[src/rtl/rv32i_wb_arb_pkg.sv]
// rv32i_wb_arb_pkg: shared widths and types for the two-master Wishbone arbiter
package rv32i_wb_arb_pkg;
    localparam int WB_ADR_W = 32;
    localparam int WB_DAT_W = 32;
    localparam int WB_SEL_W = 4;

    typedef enum logic [1:0] {IDLE, OWN0, OWN1} arb_state_t;
    typedef logic master_idx_t;

    function automatic arb_state_t own_state(input master_idx_t m);
        return m ? OWN1 : OWN0;
    endfunction
endpackage

[src/rtl/rv32i_wb_arb_pick.sv]
// rv32i_wb_arb_pick: two-way grant pick, fixed data priority or last-owner-loses round robin
module rv32i_wb_arb_pick
    import rv32i_wb_arb_pkg::*;
#(
    parameter int DATA_PRIO = 1
) (
    input  logic        req0,
    input  logic        req1,
    input  master_idx_t last,
    output master_idx_t grant
);
    always_comb grant = (req0 & req1) ? ((DATA_PRIO != 0) ? 1'b1 : ~last) : req1;
endmodule

[src/rtl/rv32i_mem_wb_arbiter.sv]
// rv32i_mem_wb_arbiter: shares one pipelined Wishbone slave between the fetch (M0) and data (M1) adapters,
// holding ownership per transaction group and releasing on idle boundaries
module rv32i_mem_wb_arbiter
    import rv32i_wb_arb_pkg::*;
#(
    parameter int MAX_OUTSTANDING = 4,
    parameter int MAX_BURST       = 8,
    parameter int DATA_PRIO       = 1
) (
    input  logic                clk,
    input  logic                rst,
    input  logic                m0_cyc_i,
    input  logic                m0_stb_i,
    input  logic                m0_we_i,
    input  logic [WB_ADR_W-1:0] m0_adr_i,
    input  logic [WB_DAT_W-1:0] m0_dat_i,
    input  logic [WB_SEL_W-1:0] m0_sel_i,
    output logic                m0_stall_o,
    output logic                m0_ack_o,
    output logic                m0_err_o,
    output logic [WB_DAT_W-1:0] m0_dat_o,
    input  logic                m1_cyc_i,
    input  logic                m1_stb_i,
    input  logic                m1_we_i,
    input  logic [WB_ADR_W-1:0] m1_adr_i,
    input  logic [WB_DAT_W-1:0] m1_dat_i,
    input  logic [WB_SEL_W-1:0] m1_sel_i,
    output logic                m1_stall_o,
    output logic                m1_ack_o,
    output logic                m1_err_o,
    output logic [WB_DAT_W-1:0] m1_dat_o,
    output logic                s_cyc_o,
    output logic                s_stb_o,
    output logic                s_we_o,
    output logic [WB_ADR_W-1:0] s_adr_o,
    output logic [WB_DAT_W-1:0] s_dat_o,
    output logic [WB_SEL_W-1:0] s_sel_o,
    input  logic                s_stall_i,
    input  logic                s_ack_i,
    input  logic                s_err_i,
    input  logic [WB_DAT_W-1:0] s_dat_i
);
    localparam int OW = $clog2(MAX_OUTSTANDING + 1);
    localparam int BW = $clog2(MAX_BURST + 1);
    localparam logic [OW-1:0] OMAX = OW'(MAX_OUTSTANDING);
    localparam logic [BW-1:0] BMAX = BW'(MAX_BURST);

    arb_state_t    state, state_nxt;
    logic [OW-1:0] outstanding, out_nxt;
    logic [BW-1:0] burst, burst_nxt;
    master_idx_t   last, last_nxt, pick_idx, own;
    logic          req0, req1, owning, own_cyc, own_stb, own_req, other_req;
    logic          block, accept, retire, abort, rel;

    assign req0 = m0_cyc_i & m0_stb_i;
    assign req1 = m1_cyc_i & m1_stb_i;

    rv32i_wb_arb_pick #(.DATA_PRIO(DATA_PRIO)) u_pick (
        .req0  (req0),
        .req1  (req1),
        .last  (last),
        .grant (pick_idx)
    );

    always_comb begin
        owning    = state != IDLE;
        own       = state == OWN1;
        own_cyc   = own ? m1_cyc_i : m0_cyc_i;
        own_stb   = own ? m1_stb_i : m0_stb_i;
        own_req   = own_cyc & own_stb;
        other_req = own ? req0 : req1;
        block     = (outstanding == OMAX) | ((burst == BMAX) & other_req);
        s_cyc_o   = owning & own_cyc;
        s_stb_o   = s_cyc_o & own_stb & ~block;
        s_we_o    = owning & (own ? m1_we_i : m0_we_i);
        s_adr_o   = owning ? (own ? m1_adr_i : m0_adr_i) : '0;
        s_dat_o   = owning ? (own ? m1_dat_i : m0_dat_i) : '0;
        s_sel_o   = owning ? (own ? m1_sel_i : m0_sel_i) : '0;
        accept    = s_stb_o & ~s_stall_i;
        retire    = owning & (s_ack_i | s_err_i) & (outstanding != '0);
        // Dropping cyc abandons whatever is in flight; its late acks land in IDLE and are dropped
        abort     = owning & ~own_cyc & (outstanding != '0);
        out_nxt   = abort ? '0 : outstanding + OW'(accept) - OW'(retire);
        rel       = owning & ~abort & (out_nxt == '0) & (~own_req | block);
        state_nxt = state;
        last_nxt  = last;
        if (!owning) begin
            state_nxt = (req0 | req1) ? own_state(pick_idx) : IDLE;
        end else if (abort | rel) begin
            state_nxt = (rel & other_req) ? own_state(~own) : IDLE;
            last_nxt  = own;
        end
        burst_nxt  = (state_nxt != state) ? '0 : burst + BW'(accept & (burst != BMAX));
        m0_stall_o = ~(owning & ~own) | s_stall_i | block;
        m1_stall_o = ~own | s_stall_i | block;
        m0_ack_o   = s_ack_i & owning & ~own;
        m0_err_o   = s_err_i & owning & ~own;
        m1_ack_o   = s_ack_i & own;
        m1_err_o   = s_err_i & own;
        m0_dat_o   = s_dat_i;
        m1_dat_o   = s_dat_i;
    end

    always_ff @(posedge clk or posedge rst) begin
        if (rst) begin
            state       <= IDLE;
            outstanding <= '0;
            burst       <= '0;
            last        <= 1'b0;
        end else begin
            state       <= state_nxt;
            outstanding <= out_nxt;
            burst       <= burst_nxt;
            last        <= last_nxt;
        end
    end
endmodule

[config.mk]
export PLATFORM = sky130hd
export DESIGN_NAME = rv32i_mem_wb_arbiter
export DESIGN_NICKNAME = d
export VERILOG_FILES = /design/src/rtl/rv32i_wb_arb_pkg.sv /design/src/rtl/rv32i_wb_arb_pick.sv /design/src/rtl/rv32i_mem_wb_arbiter.sv
export SDC_FILE = /design/constraint.sdc
export NUM_CORES = 1
export LEC_CHECK = 0
export BUFFER_PORTS_ARGS = -buffer_cell sky130_fd_sc_hd__buf_2
export CAP_MARGIN = 15
export CORE_AREA = 2 2 126 128
export DETAILED_ROUTE_END_ITERATION = 8
export DIE_AREA = 0 0 128 130
export GPL_ROUTABILITY_DRIVEN = 0
export PLACE_DENSITY = 0.54
export SLEW_MARGIN = 0
export SYNTH_ARGS = -nofsm -noshare
export SYNTH_HDL_FRONTEND = slang
export SYNTH_SLANG_ARGS = --single-unit
[constraint.sdc]
create_clock -name clk -period 6.4 [get_ports clk]
set_clock_uncertainty 0.15 [all_clocks]
set_input_delay 1.28 -clock clk [delete_from_list [all_inputs] [get_ports clk]]
set_output_delay 1.28 -clock clk [all_outputs]
set_load 0.01 [all_outputs]
==> impl_results.md <==
* Num ports at 320
* Routed Antenna Nets at 0
* EDFF count, synth at 0
* Iteration-0 DRC Markers at between 80 and 90
* Root Driver: clkbuf_16
* Syn Inst Count at around 220
* Syn Area/Cell at 8.32 um2
* Cts hold-fix bufs at 0
* Startpoint class of the critical path: input pin
* Non-Filler Instances at roughly 560
* Max Slew Vio Count at 0
* Crit Path Class: input pin to flop
* WHS at between 0.4 and 0.5 ns
* GRT Total Usage at around 6.8%
* DRC viols at 0
* Final hold viol count at 0
* Wire per inst at between 10 and 15 um
* Drt total wl at 6960 um
* Vias in the first global route at around 1,900
* CTS tree: done
* Synth Register Bits at 9
* Clock Power Share at between 10% and 20%
* DR vias/cell at 3.92
* Post-Syn Nets at 407
* Most instantiated library cell after synthesis: a22o_1
* Placed cell count at ~560
* Primary FF master, synth: dfrtp_1
* Max IR drop VDD at roughly 0.00013 V
* Clock Latency Late Sink at about 0.23 ns
* First-pass iteration count of the detailed router at 4
* Largest net degree at the start of global routing at between 80 and 90
* Fin crit period at approximately 4.2 ns
* Fin nets at around 560
* Core area at 0.0154 mm2
* Clock transition at path regs at around 0.040 ns
* Die Area at 0.0166 mm2
* Hold crit path type: flop to flop
* Max_cap viols at 0
* Top cell type's share of synthesized area at between 30% and 40%
* Pint at 0.000549 W
* CP endpoint kind: flop
* Flop pwr share at under 10%
* Comb power frac at 80.1%
* Fin crit share at roughly two thirds
* Synth top cells by count: a22o_1, buf_4, clkbuf_1
* Pleak at roughly 1.6 nW
* Initial antenna violation count at 0
* Dominant cells by area after synthesis: a22o_1, buf_4, dfrtp_1, clkbuf_1, ha_1
* Slew headroom at around 46%
* Worst-case clock buffer depth at 2
* Row cnt at 46
* Worst Max-Slew Pin Slew at between 0.8 and 0.9 ns
* First-pass GRT wire length at 9050 um
* Area Growth Syn to Fin at 48.4%
* Fmax at approximately 240 MHz
* Die Y at ~130 um
* Arrival time at the worst endpoint at ~4.2 ns
* Die X at about 130 um
* Switching share of power at a little under 50%
* Final setup viols at 0
* Post-CTS setup buffer count at 0
* Sequential area share after synthesis at ~12%
* Synth unique cells at 39
* Asr flop ratio synth at 100%
* Outcome: completed
* Detailed-route via count at approximately 2,200
* H-tree depth at 1
* Cell taking the most area after synthesis: a22o_1
* RSZ-0062 raised after global routing: no
* Share of cells above drive strength 1 at between 60% and 70%
* Critical Path RT at 6.41 ns
* Crit-path max FO at 5
* CTS buffer count at 3
* Setup tns final at 0 ns
* Sw power at between 0.0005 and 0.0006 W
* Clock sink count at 9
* Port bufs at between 200 and 250
* Synthesized area at 0.00185 mm2
* Ant. Diodes at 0
* HPWL after DPL at around 5700 um
* Starting Density at between 10% and 20%
* YS warnings at 0
* Non-Filler Cell Area, Final at between 0.002 and 0.003 mm2
* Total grt overflow at 0
* Post-cts resize count at 0
* DP Area at roughly 0.0027 mm2
* Power Density at approximately 390 mW/mm2
## power groups by stage
stage / Sequential [W] / Combinational, W / Clock, W
floorplan: 0.0000945 / 0.000604 / 0
global placement: 0.000102 / 0.000857 / 0
detailed placement: 0.000102 / 0.000852 / 0
CTS: 0.000101 / 0.000857 / 0.000113
global route: 0.000103 / 0.000938 / 0.000117
finish: 0.000101 / 0.000850 / 0.000110
## metrics by stage
step                      utilization, %  setup slack (ns)  power (W)
after floorplan                        -              2.29   0.000699
after global placement              17.3              2.03   0.000960
after detailed placement            17.3              2.02   0.000954
after CTS                           17.8              2.24    0.00107
after global routing                17.8              1.95    0.00116
final                               17.8              2.22    0.00106
## critical path, stage by stage
cell	delay, ns
buf_2	0.11
nand2_1	0.15
o21ai_2	0.11
and2_1	0.21
nor3_1	0.30
nand2b_1	0.11
ha_1	0.29
inv_1	0.05
ha_1	0.13
inv_1	0.05
fa_1	0.36
xor2_1	0.16
xnor2_1	0.20
nand2_1	0.17
or4_1	0.42
nand3_1	0.09
## worst paths after layout
check,startpoint,to,slack (ns),cells past startpoint
min reg2reg,burst[3],burst[3],0.41,2
max reg2reg,state[1],state[0],2.25,14
min in group asynchronous,rst,burst[2],0.88,2
max,m1_cyc_i,state[0],2.22,16
min,burst[3],burst[3],0.41,2
max in group asynchronous,rst,state[0],4.92,2
## cell families after synthesis
family          synth area share (%)
compound gates                  38.8
mux                            0.809
simple gates                    11.9
flops                           12.1
fa+ha+maj                       3.78
xor+xnor                        1.89
buf+inv                         30.6
## per-layer routing
metal | vias up | GRT usage [%] | part of all wire (%)
li1 | 1061 | - | -
met1 | 985 | 8.56 | 40
met2 | 139 | 11.1 | 47
met3 | 20 | 1.76 | 11
met4 | 0 | 2.65 | 2.3
met5 | - | 0 | 0
## registers in the layout, summed over array words and instances, names as in the netlist
name / count
burst: 4
outstanding: 3
state: 2
## area by class of cell
cell class,instances,area (um2)
inverters,4,15.0
flip-flops and latches,9,226
clock buffers,4,78.8
fillers,1711,12700
repair buffers,225,1130
multi-input cells,129,1060
well taps,192,240
## placed cells by master, fill, tap and decap left out, types with 2 or more instances in the layout
cell	netlist	final
buf_2	1	223
a22o_1	69	69
nand2_1	8	8
dfrtp_1	9	8
and2_1	6	6
nor2_1	4	4
nor3_1	4	4
inv_1	4	4
ha_1	4	4
nand3_1	3	3
clkbuf_16	0	3
nor3b_1	2	2
xor2_1	2	2
xnor2_1	2	2
a21oi_1	2	2
a21boi_1	2	2
buf_4	64	2
No activity file was read; power rests on OpenSTA's default activity.
